**config.mk**
```make
export PLATFORM = sky130hd
export DESIGN_NAME = vga_scan_out
export DESIGN_NICKNAME = d
export VERILOG_FILES = /design/src/rtl/vga_pkg.sv /design/src/rtl/vga_delay_line.sv /design/src/rtl/vga_scan_out.sv
export SDC_FILE = /design/constraint.sdc
export NUM_CORES = 1
export LEC_CHECK = 0
export CAP_MARGIN = 20
export CELL_PAD_IN_SITES_DETAIL_PLACEMENT = 1
export CELL_PAD_IN_SITES_GLOBAL_PLACEMENT = 2
export CORE_MARGIN = 2
export CORE_UTILIZATION = 33
export DETAILED_ROUTE_END_ITERATION = 6
export PLACE_DENSITY = 0.87
export SLEW_MARGIN = 25
export SYNTH_ARGS = -nofsm -noshare
export SYNTH_HDL_FRONTEND = slang
export SYNTH_SLANG_ARGS = --single-unit
```
**constraint.sdc**
```tcl
create_clock -name clk -period 2.6 [get_ports clk]
set_input_delay 0.52 -clock clk [delete_from_list [all_inputs] [get_ports clk]]
set_output_delay 0.52 -clock clk [all_outputs]
set_load 0.02 [all_outputs]
```
**src/rtl/vga_pkg.sv**
```systemverilog
// Shared VGA timing defaults (640x480@60) and the control-pipe payload type.
package vga_pkg;

    localparam int unsigned BPP_DEF       = 3;
    localparam int unsigned H_VISIBLE_DEF = 640;
    localparam int unsigned H_FRONT_DEF   = 16;
    localparam int unsigned H_SYNC_DEF    = 96;
    localparam int unsigned H_BACK_DEF    = 48;
    localparam int unsigned V_VISIBLE_DEF = 480;
    localparam int unsigned V_FRONT_DEF   = 10;
    localparam int unsigned V_SYNC_DEF    = 2;
    localparam int unsigned V_BACK_DEF    = 33;
    localparam bit          HSYNC_HIGH_DEF = 1'b0;
    localparam bit          VSYNC_HIGH_DEF = 1'b0;

    // Raw (active-asserted) control flags travelling alongside the framebuffer read.
    typedef struct packed {
        logic visible;
        logic hsync;
        logic vsync;
        logic frame_start;
    } ctrl_t;

endpackage

```
**src/rtl/vga_delay_line.sv**
```systemverilog
// Synchronous-reset shift register; DEPTH of 0 is a plain wire.
module vga_delay_line #(
    parameter int unsigned WIDTH = 4,
    parameter int unsigned DEPTH = 1
) (
    input  logic             clk,
    input  logic             rst,
    input  logic [WIDTH-1:0] din,
    output logic [WIDTH-1:0] dout
);

    generate
        if (DEPTH == 0) begin : g_pass
            logic unused_pass;
            assign unused_pass = clk ^ rst;
            assign dout = din;
        end else begin : g_pipe
            logic [WIDTH-1:0] stage [DEPTH];

            always_ff @(posedge clk) begin
                if (rst) begin
                    for (int i = 0; i < int'(DEPTH); i++) stage[i] <= '0;
                end else begin
                    stage[0] <= din;
                    for (int i = 1; i < int'(DEPTH); i++) stage[i] <= stage[i-1];
                end
            end

            assign dout = stage[DEPTH-1];
        end
    endgenerate

endmodule

```
**src/rtl/vga_scan_out.sv**
```systemverilog
// VGA scan-out: programmable timing, replicated framebuffer addressing and
// read-latency-compensated colour/sync outputs.
module vga_scan_out
    import vga_pkg::*;
#(
    parameter int unsigned BITS_PER_PIXEL    = BPP_DEF,
    parameter int unsigned H_VISIBLE         = H_VISIBLE_DEF,
    parameter int unsigned H_FRONT           = H_FRONT_DEF,
    parameter int unsigned H_SYNC            = H_SYNC_DEF,
    parameter int unsigned H_BACK            = H_BACK_DEF,
    parameter int unsigned V_VISIBLE         = V_VISIBLE_DEF,
    parameter int unsigned V_FRONT           = V_FRONT_DEF,
    parameter int unsigned V_SYNC            = V_SYNC_DEF,
    parameter int unsigned V_BACK            = V_BACK_DEF,
    parameter bit          HSYNC_ACTIVE_HIGH = HSYNC_HIGH_DEF,
    parameter bit          VSYNC_ACTIVE_HIGH = VSYNC_HIGH_DEF,
    parameter int unsigned SCALE_SHIFT       = 0,
    parameter int unsigned FB_READ_LATENCY   = 1,
    localparam int unsigned H_TOTAL   = H_VISIBLE + H_FRONT + H_SYNC + H_BACK,
    localparam int unsigned V_TOTAL   = V_VISIBLE + V_FRONT + V_SYNC + V_BACK,
    localparam int unsigned FB_W      = H_VISIBLE >> SCALE_SHIFT,
    localparam int unsigned FB_H      = V_VISIBLE >> SCALE_SHIFT,
    localparam int unsigned FB_PIXELS = FB_W * FB_H,
    localparam int unsigned ADDR_W    = (FB_PIXELS > 1) ? $clog2(FB_PIXELS) : 1
) (
    input  logic                      clk,
    input  logic                      i_Reset,
    input  logic [BITS_PER_PIXEL-1:0] i_Fb_Read_Data,
    output logic [ADDR_W-1:0]         o_Fb_Read_Addr,
    output logic                      o_Fb_Read_En,
    output logic [BITS_PER_PIXEL-1:0] o_RGB,
    output logic                      o_Horizontal_Sync,
    output logic                      o_Vertical_Sync,
    output logic                      o_Visible,
    output logic                      o_Frame_Start
);

    localparam int unsigned HCNT_W = $clog2(H_TOTAL + 1);
    localparam int unsigned VCNT_W = $clog2(V_TOTAL + 1);
    localparam logic [VCNT_W-1:0] ROW_MASK = VCNT_W'((1 << SCALE_SHIFT) - 1);

    logic [HCNT_W-1:0] h;
    logic [VCNT_W-1:0] v;
    logic [ADDR_W-1:0] row_base;
    logic              h_last, v_last, h_vis, v_vis, row_step;
    ctrl_t             ctrl_raw, ctrl_d;

    assign h_last   = (h == HCNT_W'(H_TOTAL - 1));
    assign v_last   = (v == VCNT_W'(V_TOTAL - 1));
    assign h_vis    = (h < HCNT_W'(H_VISIBLE));
    assign v_vis    = (v < VCNT_W'(V_VISIBLE));
    // Advance the row base only after the last replicated copy of a framebuffer row.
    assign row_step = v_vis && ((v & ROW_MASK) == ROW_MASK);

    // Scan counters and incremental row base address.
    always_ff @(posedge clk) begin
        if (i_Reset) begin
            h        <= '0;
            v        <= '0;
            row_base <= '0;
        end else if (h_last) begin
            h <= '0;
            if (v_last) begin
                v        <= '0;
                row_base <= '0;
            end else begin
                v <= v + VCNT_W'(1);
                if (row_step) row_base <= row_base + ADDR_W'(FB_W);
            end
        end else begin
            h <= h + HCNT_W'(1);
        end
    end

    assign o_Fb_Read_En   = h_vis && v_vis;
    assign o_Fb_Read_Addr = o_Fb_Read_En ? (row_base + ADDR_W'(h >> SCALE_SHIFT)) : '0;

    always_comb begin
        ctrl_raw             = '0;
        ctrl_raw.visible     = o_Fb_Read_En;
        ctrl_raw.hsync       = (h >= HCNT_W'(H_VISIBLE + H_FRONT)) &&
                               (h <  HCNT_W'(H_VISIBLE + H_FRONT + H_SYNC));
        ctrl_raw.vsync       = (v >= VCNT_W'(V_VISIBLE + V_FRONT)) &&
                               (v <  VCNT_W'(V_VISIBLE + V_FRONT + V_SYNC));
        ctrl_raw.frame_start = (h == '0) && (v == '0);
    end

    vga_delay_line #(
        .WIDTH ($bits(ctrl_t)),
        .DEPTH (FB_READ_LATENCY)
    ) u_ctrl_delay (
        .clk  (clk),
        .rst  (i_Reset),
        .din  (ctrl_raw),
        .dout (ctrl_d)
    );

    // Output register: control and framebuffer data meet on the same edge.
    always_ff @(posedge clk) begin
        if (i_Reset) begin
            o_RGB             <= '0;
            o_Visible         <= 1'b0;
            o_Frame_Start     <= 1'b0;
            o_Horizontal_Sync <= ~HSYNC_ACTIVE_HIGH;
            o_Vertical_Sync   <= ~VSYNC_ACTIVE_HIGH;
        end else begin
            o_RGB             <= ctrl_d.visible ? i_Fb_Read_Data : '0;
            o_Visible         <= ctrl_d.visible;
            o_Frame_Start     <= ctrl_d.frame_start;
            o_Horizontal_Sync <= ctrl_d.hsync ^ ~HSYNC_ACTIVE_HIGH;
            o_Vertical_Sync   <= ctrl_d.vsync ^ ~VSYNC_ACTIVE_HIGH;
        end
    end

endmodule

```
==> results.txt <==
* Leakage dissipation: 1.22 nW
- In this run the most critical hold path is launched from u_ctrl_delay.g_pipe.stage[0][1].
- The congestion estimate from routability-driven global placement came to 0.776.
* DRC viols: 0
- Leading cell type in the layout, fill and taps excluded: dfxtp_1
- In this run the power spent charging and discharging nets is 0.302 mW.
* CTS buffer count: 5
- # nets final: 362
- Post-synth ARST share: 0%
- From bottom edge to top edge, the die measures 89.4 µm.
* Number of hold violations in the final report: 0
- The floorplan step defined a die boundary enclosing 0.00799 mm².
* Total of warnings raised by yosys: 0
* Synthesized instance count: 292
- Crit start category: register
- Biggest area consumer among synthesized cells: dfxtp_1
* Final worst clock skew: 0.0102 ns
- After detailed placement, the design holds a cell count of 437.
- In this run the register-to-register setup slack is 0.28 ns.
- TritonCTS clock tree: yes
- The synthesized design devotes to its leading area cell type 35.8% of total area.
- For this block, the initial DRC count from the detailed router was 91.
- Width of the die: 89.4 µm
- Worst hold endpoint: o_Vertical_Sync
* Kind of end point of the critical path: output pin
- Reg2reg end: row_base[12]
* Multi-input gate area: 0.00147 mm²
- Number of optimization iterations in the first detailed-route pass: 4
- The tree built by TritonCTS fans out to 43 sinks.
- Critical path start-end classification: reg -> out
- CTS built an H-tree with a depth of 2.
- Setup violations remaining at the end of the flow were counted as 0.
- Power after layout: 1.29 mW
- Top cells by area in the synthesized netlist: dfxtp_1 36%, a21oi_1 6.2%, o31ai_1 5.0%
- In this run the cell area of the synthesized design comes to 0.00240 mm².
- Each instance of the synthesized netlist takes up on average 8.24 µm².
- After detailed routing, the average wire length per cell comes to 15.0 µm.
- Final-layout setup total negative slack: 0 ns
* Part of the total power dissipated in combinational logic: 6.2%
* Routed vias: 2,375
- Clock transition at the registers of the reported paths: 0.08 ns
* Vias in the first global route: 2,293
- Final Max Slew Viols: 0
- The clock network burns 41.6% of the power.
* Sequential cell area: 866 µm²
- Count of filler cells inserted in the layout: 899
- Status: finished, final reports clean
- Dividing total power by cell area gives a power density of 408 mW/mm².
- WHS: 0.386 ns
- Register bit total from synthesis: 43
- Maximum number of pins on one net before global-route repair: 33
- First-pass GRT wire length: 11,100 µm
- In the global route stage, overall resource usage came out at 18.0%.
- Final worst-path cycle share: 99.4%
* Final Instance Count excl. Fillers: 448
- Worst slew margin relative to its limit: 36.8%
- Distinct cell type count after synthesis: 41
- The number of cells on the worst reg-to-reg path is 6.
- Across the run, the number of max-cap violations was 0.
* Core area: 0.00714 mm²
- Post-synthesis sequential area ratio: 35.8%
- Transition at the pin with the smallest max-transition slack: 0.940 ns
* Hold-critical path depth: 1
* Worst endpoint data arrival time: 2.06 ns
- The initial utilization of the core area, before any placement, comes to 33.7%.
- Leaving out fill and tap cells, the most frequent cells in the layout are 41 x dfxtp_1, 36 x buf_4, 27 x a21oi_1.
- Via-to-Cell Ratio: 5.30
- Part of the total power dissipated in sequential elements: 52.2%
- The floorplan has 31 rows.
- HPWL after DPL: 4990 µm
- The initial antenna violation count came to 0.
* Synthesized netlist net count: 306
* Total wire length after detailed routing: 6730 µm
- The detail route stage leaves a number of antenna-violating nets equal to 0.
- Cell-internal power: 0.988 mW
* CP max FO: 5
- The clock passes through at most 2 buffers.
* Data required time at the worst endpoint: 2.08 ns
- Fmax: 387 MHz
- The number of antenna diodes in the final layout is 0.
* Placed Area: 0.00302 mm²
- Number of I/O pins: 32
* Min-Delay Path Class: reg -> reg
- Net switching is 23.4% of the power.
- Area growth from synthesis to final layout: 31.6%
- Clock period minus final worst setup slack: 2.58 ns
- Number of flops mapped to enable cells by yosys: 0
* Maximum resistive drop on vdd: 0.000192 V
- The worst register-to-register path begins at h[1].
* Unrepaired setup endpoints after global routing: yes
* Non-Filler Cell Area, Final: 0.00317 mm²
- Count of input and output buffers: 31
- The clock reaches the later pin of the worst-skew pair after 0.31 ns.
* Root Driver: clkbuf_8
- Among all flip-flop cells after synthesis, the most frequent one is dfxtp_1.
* Fraction of layout instances using a drive strength above 1: 20.1%
- For this run the aggregate overflow at the end of global routing stands at 0.
==> critical path, stage by stage (launching register included) <==
cell	delay [ns]
dfxtp_4	0.36
ha_4	0.26
a21o_1	0.14
a311oi_2	0.06
buf_4	0.18
or4_1	0.47
a21oi_1	0.14
buf_4	0.15
==> stage by stage <==
step	utilization [%]	worst slack [ns]
finish	44.4	0.0160
global placement	42.3	-0.122
detailed placement	42.3	-0.182
global route	44.4	-0.0643
floorplan	-	0.154
CTS	44.0	0.000216
==> synth_stat cells, drive strengths merged (5+ instances only) <==
cell type and count:
xnor2 9, or3 11, clkbuf 8, dfxtp 43, a21oi 30, nand2 16, or4 15, nor2 26
ha 9, and2 8, o31ai 16, and3 5, buf 10, xor2 7, nand3 21, o21ai 11
nand4 7, inv 8
==> logic make-up after synthesis <==
kind of cell             Yosys count  share of synthesized area [%]
AO/OA/AOI/OAI                     66                           17.0
XOR/XNOR                          16                           5.83
adder cells (fa/ha/maj)            9                           4.68
buffers and inverters             27                           5.20
flip-flops                        43                           35.8
multiplexers                       1                          0.468
other                              1                          0.156
AND/OR/NAND/NOR                  129                           30.9
==> power groups by stage <==
| stage | Combinational [mW] | Clock [mW] | Sequential (mW) |
|---|---|---|---|
| final | 0.0806 | 0.536 | 0.673 |
| after global routing | 0.0892 | 0.578 | 0.675 |
| after CTS | 0.0834 | 0.548 | 0.675 |
| after detailed placement | 0.0860 | 0 | 0.690 |
| after global placement | 0.0830 | 0 | 0.689 |
| after floorplan | 0.0419 | 0 | 0.692 |
==> flip-flops by register name, indices dropped and copies added, names as in the netlist <==
| register | cells |
|---|---|
| row_base | 12 |
| h | 10 |
| v | 10 |
| u_ctrl_delay.g_pipe.stage | 4 |
| o_RGB | 3 |
| o_Frame_Start | 1 |
| o_Horizontal_Sync | 1 |
| o_Vertical_Sync | 1 |
| o_Visible | 1 |
==> what timing repair did <==
| action | CTS | global route |
|---|---|---|
| setup endpoints to repair | 20 | 11 |
| hold buffers | 0 | 0 |
| gates cloned | 1 | 0 |
| pin swaps | 3 | 8 |
| gates resized for setup | 50 | 16 |
| setup buffers | 1 | 1 |
| hold endpoints to repair | 0 | 0 |
==> per-layer routing <==
metal | vias to the layer above | GRT usage, % | share of wire [%]
li1 | 1176 | - | -
met2 | 22 | 30.6 | 50
met1 | 1173 | 23.1 | 47
met4 | 0 | 5.97 | 1.2
met5 | - | 0 | 0
met3 | 4 | 2.86 | 1.7
==> how the worst max path moves through the flow <==
stage          from  slack, ns  cells after the start                 end
2_1_floorplan  h[9]       0.15                      5  o_Fb_Read_Addr[10]
3_3_place_gp   h[9]      -0.12                      7  o_Fb_Read_Addr[18]
3_5_place_dp   h[9]      -0.18                      6  o_Fb_Read_Addr[10]
4_1_cts        h[9]     0.0002                      7  o_Fb_Read_Addr[16]
5_1_grt        h[9]      -0.06                      7  o_Fb_Read_Addr[16]
6_report       h[9]       0.02                      7  o_Fb_Read_Addr[16]
==> layout make-up <==
class	count	share of cell area (%)
clock inverters	3	1.38
flip-flops and latches	43	27.4
repair buffers	67	17.5
inverters	9	1.07
multi-input cells	222	46.6
well taps	99	3.91
clock buffers	5	2.17
(Power assumes the default switching activity.)
